**config.mk**
```make
export PLATFORM = sky130hd
export DESIGN_NAME = sdram_burst_scheduler_flat
export DESIGN_NICKNAME = d
export VERILOG_FILES = /design/src/rtl/sdram_burst_scheduler_if.sv /design/src/rtl/sdram_burst_scheduler.sv /design/src/flat_wrapper.sv
export SDC_FILE = /design/constraint.sdc
export NUM_CORES = 1
export LEC_CHECK = 0
export ABC_AREA = 1
export CORE_MARGIN = 3
export CORE_UTILIZATION = 40
export DETAILED_ROUTE_END_ITERATION = 16
export PLACE_DENSITY = 0.68
export SLEW_MARGIN = 10
export SYNTH_ARGS = -nofsm -noshare
export SYNTH_HDL_FRONTEND = slang
export SYNTH_SLANG_ARGS = --single-unit
```
**constraint.sdc**
```tcl
create_clock -name clk -period 2.05 [get_ports clk]
set_clock_uncertainty 0.1 [all_clocks]
set_input_delay 0.205 -clock clk [delete_from_list [all_inputs] [get_ports clk]]
set_output_delay 0.205 -clock clk [all_outputs]
set_load 0.005 [all_outputs]
```
**src/rtl/sdram_burst_scheduler_if.sv**
```systemverilog
// ---------------------------------------------------------------------------
// sdram_burst_scheduler_if
// Bundles the request/grant handshake, the two SDRAM master control buses
// and the buffer status of the burst scheduler.
//   slave  modport : used by the scheduler (requests and master done in,
//                    grants, master controls and status out)
//   master modport : used by the surrounding capture/SPI/master logic
// ---------------------------------------------------------------------------
interface sdram_burst_scheduler_if;
    logic        wr_req;
    logic        rd_req;
    logic        clear;
    logic        wr_grant;
    logic        rd_grant;
    logic        wr_done;
    logic        rd_done;
    logic        write_control_go;
    logic [31:0] write_control_base;
    logic [31:0] write_control_length;
    logic        write_control_done;
    logic        read_control_go;
    logic [31:0] read_control_base;
    logic [31:0] read_control_length;
    logic        read_control_done;
    logic [31:0] fill_bytes;
    logic        busy;
    logic        overflow;

    modport slave (
        input  wr_req, rd_req, clear, write_control_done, read_control_done,
        output wr_grant, rd_grant, wr_done, rd_done,
        output write_control_go, write_control_base, write_control_length,
        output read_control_go, read_control_base, read_control_length,
        output fill_bytes, busy, overflow
    );

    modport master (
        output wr_req, rd_req, clear, write_control_done, read_control_done,
        input  wr_grant, rd_grant, wr_done, rd_done,
        input  write_control_go, write_control_base, write_control_length,
        input  read_control_go, read_control_base, read_control_length,
        input  fill_bytes, busy, overflow
    );
endinterface

```
**src/rtl/sdram_burst_scheduler.sv**
```systemverilog
// ---------------------------------------------------------------------------
// sdram_burst_scheduler
// Shares one SDRAM port between the capture write path and the SPI readout
// path. Launches one burst at a time on the write or read Avalon master,
// tracks write/read pointers over a circular buffer, refuses reads of
// unwritten data and flags capture overruns.
//   clk      : system clock, rising edge
//   reset_n  : synchronous active-low reset
//   bus      : request/grant handshake, master go/base/length/done,
//              fill_bytes, busy, overflow (slave modport)
// ---------------------------------------------------------------------------
module sdram_burst_scheduler #(
    parameter int          BURST_BYTES = 64,
    parameter logic [31:0] MEM_BYTES   = 32'h0400_0000,
    parameter logic [31:0] BASE_ADDR   = 32'h0
) (
    input  logic                         clk,
    input  logic                         reset_n,
    sdram_burst_scheduler_if.slave       bus
);

    localparam logic [31:0] BURST    = 32'(BURST_BYTES);
    localparam logic [31:0] PTR_MASK = MEM_BYTES - 32'd1;
    localparam logic [31:0] FILL_MAX = MEM_BYTES - BURST;

    typedef enum logic [1:0] {S_IDLE, S_GO, S_ARM, S_WAIT} state_t;

    state_t      state_q, state_d;
    logic        dir_q, dir_d;            // 0 = write master, 1 = read master
    logic        last_dir_q, last_dir_d;
    logic [31:0] wr_ptr_q, wr_ptr_d;
    logic [31:0] rd_ptr_q, rd_ptr_d;
    logic [31:0] fill_q, fill_d;
    logic [31:0] wr_base_q, wr_base_d;
    logic [31:0] rd_base_q, rd_base_d;
    logic        overflow_q, overflow_d;
    logic        clr_pend_q, clr_pend_d;
    logic        wr_done_q, wr_done_d;
    logic        rd_done_q, rd_done_d;

    logic        write_ok;
    logic        read_ok;
    logic        pick_rd;
    logic        sel_done;

    always_ff @(posedge clk) begin
        if (!reset_n) begin
            state_q    <= S_IDLE;
            dir_q      <= 1'b0;
            last_dir_q <= 1'b1;           // first contest goes to write
            wr_ptr_q   <= '0;
            rd_ptr_q   <= '0;
            fill_q     <= '0;
            wr_base_q  <= BASE_ADDR;
            rd_base_q  <= BASE_ADDR;
            overflow_q <= 1'b0;
            clr_pend_q <= 1'b0;
            wr_done_q  <= 1'b0;
            rd_done_q  <= 1'b0;
        end else begin
            state_q    <= state_d;
            dir_q      <= dir_d;
            last_dir_q <= last_dir_d;
            wr_ptr_q   <= wr_ptr_d;
            rd_ptr_q   <= rd_ptr_d;
            fill_q     <= fill_d;
            wr_base_q  <= wr_base_d;
            rd_base_q  <= rd_base_d;
            overflow_q <= overflow_d;
            clr_pend_q <= clr_pend_d;
            wr_done_q  <= wr_done_d;
            rd_done_q  <= rd_done_d;
        end
    end

    always_comb begin
        state_d    = state_q;
        dir_d      = dir_q;
        last_dir_d = last_dir_q;
        wr_ptr_d   = wr_ptr_q;
        rd_ptr_d   = rd_ptr_q;
        fill_d     = fill_q;
        wr_base_d  = wr_base_q;
        rd_base_d  = rd_base_q;
        overflow_d = overflow_q;
        clr_pend_d = clr_pend_q;
        wr_done_d  = 1'b0;
        rd_done_d  = 1'b0;
        pick_rd    = 1'b0;

        write_ok = bus.wr_req && (fill_q <= FILL_MAX);
        read_ok  = bus.rd_req && (fill_q >= BURST);
        sel_done = dir_q ? bus.read_control_done : bus.write_control_done;

        // A clear arriving mid-burst is held until the burst retires.
        if (bus.clear && (state_q != S_IDLE)) begin
            clr_pend_d = 1'b1;
        end

        case (state_q)
            S_IDLE: begin
                if (bus.clear) begin
                    wr_ptr_d   = '0;
                    rd_ptr_d   = '0;
                    fill_d     = '0;
                    overflow_d = 1'b0;
                end else begin
                    if (bus.wr_req && (fill_q > FILL_MAX)) begin
                        overflow_d = 1'b1;
                    end
                    if (write_ok || read_ok) begin
                        // Round-robin only matters when both are eligible.
                        pick_rd    = (write_ok && read_ok) ? ~last_dir_q : read_ok;
                        dir_d      = pick_rd;
                        last_dir_d = pick_rd;
                        if (pick_rd) begin
                            rd_base_d = BASE_ADDR + rd_ptr_q;
                        end else begin
                            wr_base_d = BASE_ADDR + wr_ptr_q;
                        end
                        state_d = S_GO;
                    end
                end
            end
            S_GO: begin
                state_d = S_ARM;
            end
            S_ARM: begin
                // done falling means the master has taken the command.
                if (!sel_done) begin
                    state_d = S_WAIT;
                end
            end
            S_WAIT: begin
                if (sel_done) begin
                    state_d   = S_IDLE;
                    wr_done_d = ~dir_q;
                    rd_done_d = dir_q;
                    if (bus.clear || clr_pend_q) begin
                        wr_ptr_d   = '0;
                        rd_ptr_d   = '0;
                        fill_d     = '0;
                        overflow_d = 1'b0;
                        clr_pend_d = 1'b0;
                    end else if (dir_q) begin
                        rd_ptr_d = (rd_ptr_q + BURST) & PTR_MASK;
                        fill_d   = fill_q - BURST;
                    end else begin
                        wr_ptr_d = (wr_ptr_q + BURST) & PTR_MASK;
                        fill_d   = fill_q + BURST;
                    end
                end
            end
            default: begin
                state_d = S_IDLE;
            end
        endcase
    end

    assign bus.write_control_go     = (state_q == S_GO) && !dir_q;
    assign bus.read_control_go      = (state_q == S_GO) &&  dir_q;
    assign bus.wr_grant             = bus.write_control_go;
    assign bus.rd_grant             = bus.read_control_go;
    assign bus.wr_done              = wr_done_q;
    assign bus.rd_done              = rd_done_q;
    assign bus.write_control_base   = wr_base_q;
    assign bus.read_control_base    = rd_base_q;
    assign bus.write_control_length = BURST;
    assign bus.read_control_length  = BURST;
    assign bus.fill_bytes           = fill_q;
    assign bus.busy                 = (state_q != S_IDLE);
    assign bus.overflow             = overflow_q;

endmodule

```
**src/flat_wrapper.sv**
```systemverilog
// flat-port wrapper written by rule: the top's interface ports become plain ports
module sdram_burst_scheduler_flat 
#(
    parameter int          BURST_BYTES = 64,
    parameter logic [31:0] MEM_BYTES   = 32'h0400_0000,
    parameter logic [31:0] BASE_ADDR   = 32'h0
)
  (clk, reset_n, bus_wr_req, bus_rd_req, bus_clear, bus_write_control_done, bus_read_control_done, bus_wr_grant, bus_rd_grant, bus_wr_done, bus_rd_done, bus_write_control_go, bus_write_control_base, bus_write_control_length, bus_read_control_go, bus_read_control_base, bus_read_control_length, bus_fill_bytes, bus_busy, bus_overflow);
  sdram_burst_scheduler_if bus_i ();
  input  logic clk;
  input  logic reset_n;
  input wire logic [$bits(bus_i.wr_req)-1:0] bus_wr_req;
  input wire logic [$bits(bus_i.rd_req)-1:0] bus_rd_req;
  input wire logic [$bits(bus_i.clear)-1:0] bus_clear;
  input wire logic [$bits(bus_i.write_control_done)-1:0] bus_write_control_done;
  input wire logic [$bits(bus_i.read_control_done)-1:0] bus_read_control_done;
  output wire logic [$bits(bus_i.wr_grant)-1:0] bus_wr_grant;
  output wire logic [$bits(bus_i.rd_grant)-1:0] bus_rd_grant;
  output wire logic [$bits(bus_i.wr_done)-1:0] bus_wr_done;
  output wire logic [$bits(bus_i.rd_done)-1:0] bus_rd_done;
  output wire logic [$bits(bus_i.write_control_go)-1:0] bus_write_control_go;
  output wire logic [$bits(bus_i.write_control_base)-1:0] bus_write_control_base;
  output wire logic [$bits(bus_i.write_control_length)-1:0] bus_write_control_length;
  output wire logic [$bits(bus_i.read_control_go)-1:0] bus_read_control_go;
  output wire logic [$bits(bus_i.read_control_base)-1:0] bus_read_control_base;
  output wire logic [$bits(bus_i.read_control_length)-1:0] bus_read_control_length;
  output wire logic [$bits(bus_i.fill_bytes)-1:0] bus_fill_bytes;
  output wire logic [$bits(bus_i.busy)-1:0] bus_busy;
  output wire logic [$bits(bus_i.overflow)-1:0] bus_overflow;
  assign bus_i.wr_req = bus_wr_req;
  assign bus_i.rd_req = bus_rd_req;
  assign bus_i.clear = bus_clear;
  assign bus_i.write_control_done = bus_write_control_done;
  assign bus_i.read_control_done = bus_read_control_done;
  assign bus_wr_grant = bus_i.wr_grant;
  assign bus_rd_grant = bus_i.rd_grant;
  assign bus_wr_done = bus_i.wr_done;
  assign bus_rd_done = bus_i.rd_done;
  assign bus_write_control_go = bus_i.write_control_go;
  assign bus_write_control_base = bus_i.write_control_base;
  assign bus_write_control_length = bus_i.write_control_length;
  assign bus_read_control_go = bus_i.read_control_go;
  assign bus_read_control_base = bus_i.read_control_base;
  assign bus_read_control_length = bus_i.read_control_length;
  assign bus_fill_bytes = bus_i.fill_bytes;
  assign bus_busy = bus_i.busy;
  assign bus_overflow = bus_i.overflow;
  sdram_burst_scheduler #(.BURST_BYTES(BURST_BYTES), .MEM_BYTES(MEM_BYTES), .BASE_ADDR(BASE_ADDR)) u_core (.clk(clk), .reset_n(reset_n), .bus(bus_i));
endmodule
```
==> key figures <==
Worst setup path
  – RR Startpoint: u_core.bus.fill_bytes[6]
  – Worst path most repeated cell: nor2_1
  – Slowest-stage cell, CP: dfxtp_4
  – Critical Path Start Type: flop
  – CP max FO: 20
  – Nature of the critical path endpoint: flop
  – Reg2reg path depth: 12
  – CP peak stage delay: between 0.3 and 0.4 ns
  – Cell family with most CP delay: simple AND/OR/NAND/NOR gates
  – Critical path class: flop to flop
  – Buf+Inv Stages, Crit Path: 3
  – R2r setup slk: between 0.03 and 0.04 ns
  – Cells along the critical path: buf_6, ha_4, nand2_1, nor2_1, nand3_1, nand2_1, nand2_2, o211ai_4, buf_6, buf_16, nor2_1, nor2_1
  – CP arrival: roughly 2.3 ns
  – Reg-to-Reg End: u_core.bus.write_control_base[18]
  – WP data required: about 2.3 ns

Synthesis
  – EDFF count, synth: 0
  – Synthesized cell area: 0.00673 mm²
  – Post-synthesis sequential area ratio: 33.9%
  – Area contributors post-synth: dfxtp_1 34%, nand2_1 12%, buf_4 11%
  – Synth top area share: 33.9%
  – Unique masters post-synth: between 40 and 50
  – Cells after Synth: 989
  – Number of synthesis warnings: 0
  – Yosys reg bits: about 110
  – Synth area leader: dfxtp_1
  – Post-synthesis async set-or-reset flop share: 0%
  – Synth Area per Inst: slightly below 7 µm²
  – Ys flop type: dfxtp_1

Finish
  – Filler cell count: about 1600
  – Layout Nets: about 1200
  – Commonest non-fill, non-tap cell in the layout: nand2_1
  – Ant diodes: 0
  – Most frequent cells in the layout: 211 x nand2_1, 120 x nor2_1, 94 x conb_1
  – Synthesis-to-finish area growth: 31.1%
  – Share of cells above drive strength 1: between 20% and 30%

Timing
  – Final setup violation count: 0
  – Peak Freq: between 0.4 and 0.5 GHz
  – Final slew viol count: 0
  – Final Hold Viols: 0
  – Slew @ Worst Pin: around 0.57 ns
  – Final Cycle Share: between 90% and 100%
  – Final min period: between 2 and 2.5 ns
  – RSZ-0062 raised after global routing: yes
  – Relative slew slack: slightly above 60%
  – Worst setup margin: ~0.035 ns
  – Fin Setup TNS: 0 ns
  – Hold Slack: about 0.36 ns

Hold path
  – Hold Path End: u_core.bus.read_control_base[13]
  – WHS Path Cells: 2
  – Worst Hold Launch: u_core.bus.read_control_base[13]
  – Worst Hold Class: flop to flop

Clock network
  – TritonCTS clock tree: done
  – Worst-path clk slew: 0.06 ns
  – Largest buffer count on any clock path: 2
  – Clock Sinks: 114
  – H-tree Lvls: 4
  – Clock latency on the worst-skew pair: 0.42 ns
  – CTS Root Buffer Type: clkbuf_16
  – Num CTS Buffers: 17

Floorplan
  – Die Y: between 100 and 150 µm
  – Die ar.: roughly 0.018 mm²
  – Die X: 136 µm
  – Initial core utilization: between 40% and 50%
  – Boundary Pins: about 180
  – Row count: 46
  – Core area: 0.0162 mm²

Placed design
  – I/O Buffers: 80
  – HPWL Detailed: 12.9 mm
  – Dpl ws: -0.110 ns
  – Gp weighted congestion: 0.923

GRT
  – Antenna violations before repair: 0
  – GRT Overall Usage: 19.1%
  – First-pass GRT wire length: around 28 mm
  – Vias in the first global route: between 5000 and 6000
  – GRT overflow: 0
  – Largest net degree at the start of global routing: 24

Job
  – Max-cap violations: 0

Routing
  – WL final: between 15 and 20 mm
  – Drt drc: 0
  – Violation count after the first detailed-routing iteration: around 540
  – Via density: around 4.8
  – TritonRoute pass-1 iters: 5
  – Routed wirelength normalized by instance count: 13.0 µm
  – Routed Antenna Nets: 0
  – Via count: ~6500

Outcome
  – Outcome: complete, no violations

Power and ir drop
  – Peak supply drop: 763 µV
  – PwrDens: around 980 mW/mm²
  – Leak: a little under 4 nW
## worst max-delay path by stage
stage	startpoint	endpoint	slack, ns	depth (start not counted)
after floorplan	u_core.bus.fill_bytes[6]	u_core.bus.read_control_base[17]	0.21	13
after global placement	bus_clear	u_core.wr_ptr_q[22]	-0.02	13
after detailed placement	bus_clear	u_core.wr_ptr_q[25]	-0.11	11
after CTS	u_core.bus.fill_bytes[6]	u_core.bus.write_control_base[18]	-0.02	12
after global routing	u_core.state_q[0]	u_core.wr_ptr_q[20]	-0.04	10
final	u_core.bus.fill_bytes[6]	u_core.bus.write_control_base[18]	0.04	12
## where the power goes
| group | switching [W] | total [W] | internal, W |
|---|---|---|---|
| sequential | 0.000135 | 0.00252 | 0.00238 |
| combinational | 0.00184 | 0.00336 | 0.00151 |
| clock | 0.00113 | 0.00280 | 0.00167 |
| total | 0.00311 | 0.00867 | 0.00556 |
## layout make-up
type                            count  area, µm²  area share [%]
Clock buffer                       17        425            4.82
Clock inverter                     14        130            1.48
Inverter                           98        375            4.26
Multi-Input combinational cell    743       3730            42.3
Sequential cell                   114       2320            26.4
Tap cell                          216        270            3.06
Timing Repair Buffer              161       1560            17.7
## worst reg2reg max path, delay by kind of cell (launching register included)
family | cells | cell delay, ns
simple gates | 7 | 0.63
fa+ha+maj | 1 | 0.14
flops | 1 | 0.38
compound gates | 1 | 0.27
buf+inv | 3 | 0.44
## Yosys cell counts (all sizes together), types with 2 or more instances
cell type  number
clkinv          2
nand3          43
dfxtp         114
a21oi          82
nand4          33
o211ai          2
o21ai          34
inv            96
conb            2
nor2          150
o21a            6
a211oi          4
or2             3
buf           116
ha             10
clkbuf         10
nand2         231
nor3           32
a31oi           3
xor2            5
and3            4
## layer usage
metal / vias up / share of wire, % / track usage (%)
met4: 0 / 1.7 / 6.66
met2: 256 / 46 / 29.9
met5: - / 0 / 0
li1: 3295 / - / -
met1: 2908 / 46 / 26.3
met3: 29 / 6.4 / 3.71
## cell families (layout without fill, tap and decap cells)
kind of cell / after synthesis / count (layout) / synth area share, %
flops: 114 / 114 / 33.9
other cells: 2 / 94 / 0.112
xor+xnor: 5 / 5 / 0.651
compound gates: 137 / 137 / 11.6
buf+inv: 224 / 290 / 19.1
simple gates: 497 / 497 / 32.8
fa+ha+maj: 10 / 10 / 1.86
## state kept, by name, summed over array words and instances (netlist names), 2 cells and up
register                       flops
u_core.bus.fill_bytes             26
u_core.bus.read_control_base      20
u_core.bus.write_control_base     20
u_core.rd_ptr_q                   20
u_core.state_q                     2
u_core.wr_ptr_q                   20
## stage by stage
step	power, W	std cells	instance area (µm²)	utilization [%]
after global placement	0.00545	1322	7840	48.5
final	0.00867	1363	8820	54.5
after global routing	0.00917	1363	8820	54.5
after detailed placement	0.00548	1322	7840	48.5
after floorplan	0.00427	1081	7070	-
after CTS	0.00843	1359	8530	52.8
## timing repair
action | CTS | global route
gates cloned | 2 | 0
gates resized for setup | 23 | 83
setup buffers | 4 | 4
hold buffers | 0 | 0
setup endpoints to repair | 17 | 73
pin swaps | 4 | 13
Note: power is estimated with default switching activity, not from simulation.
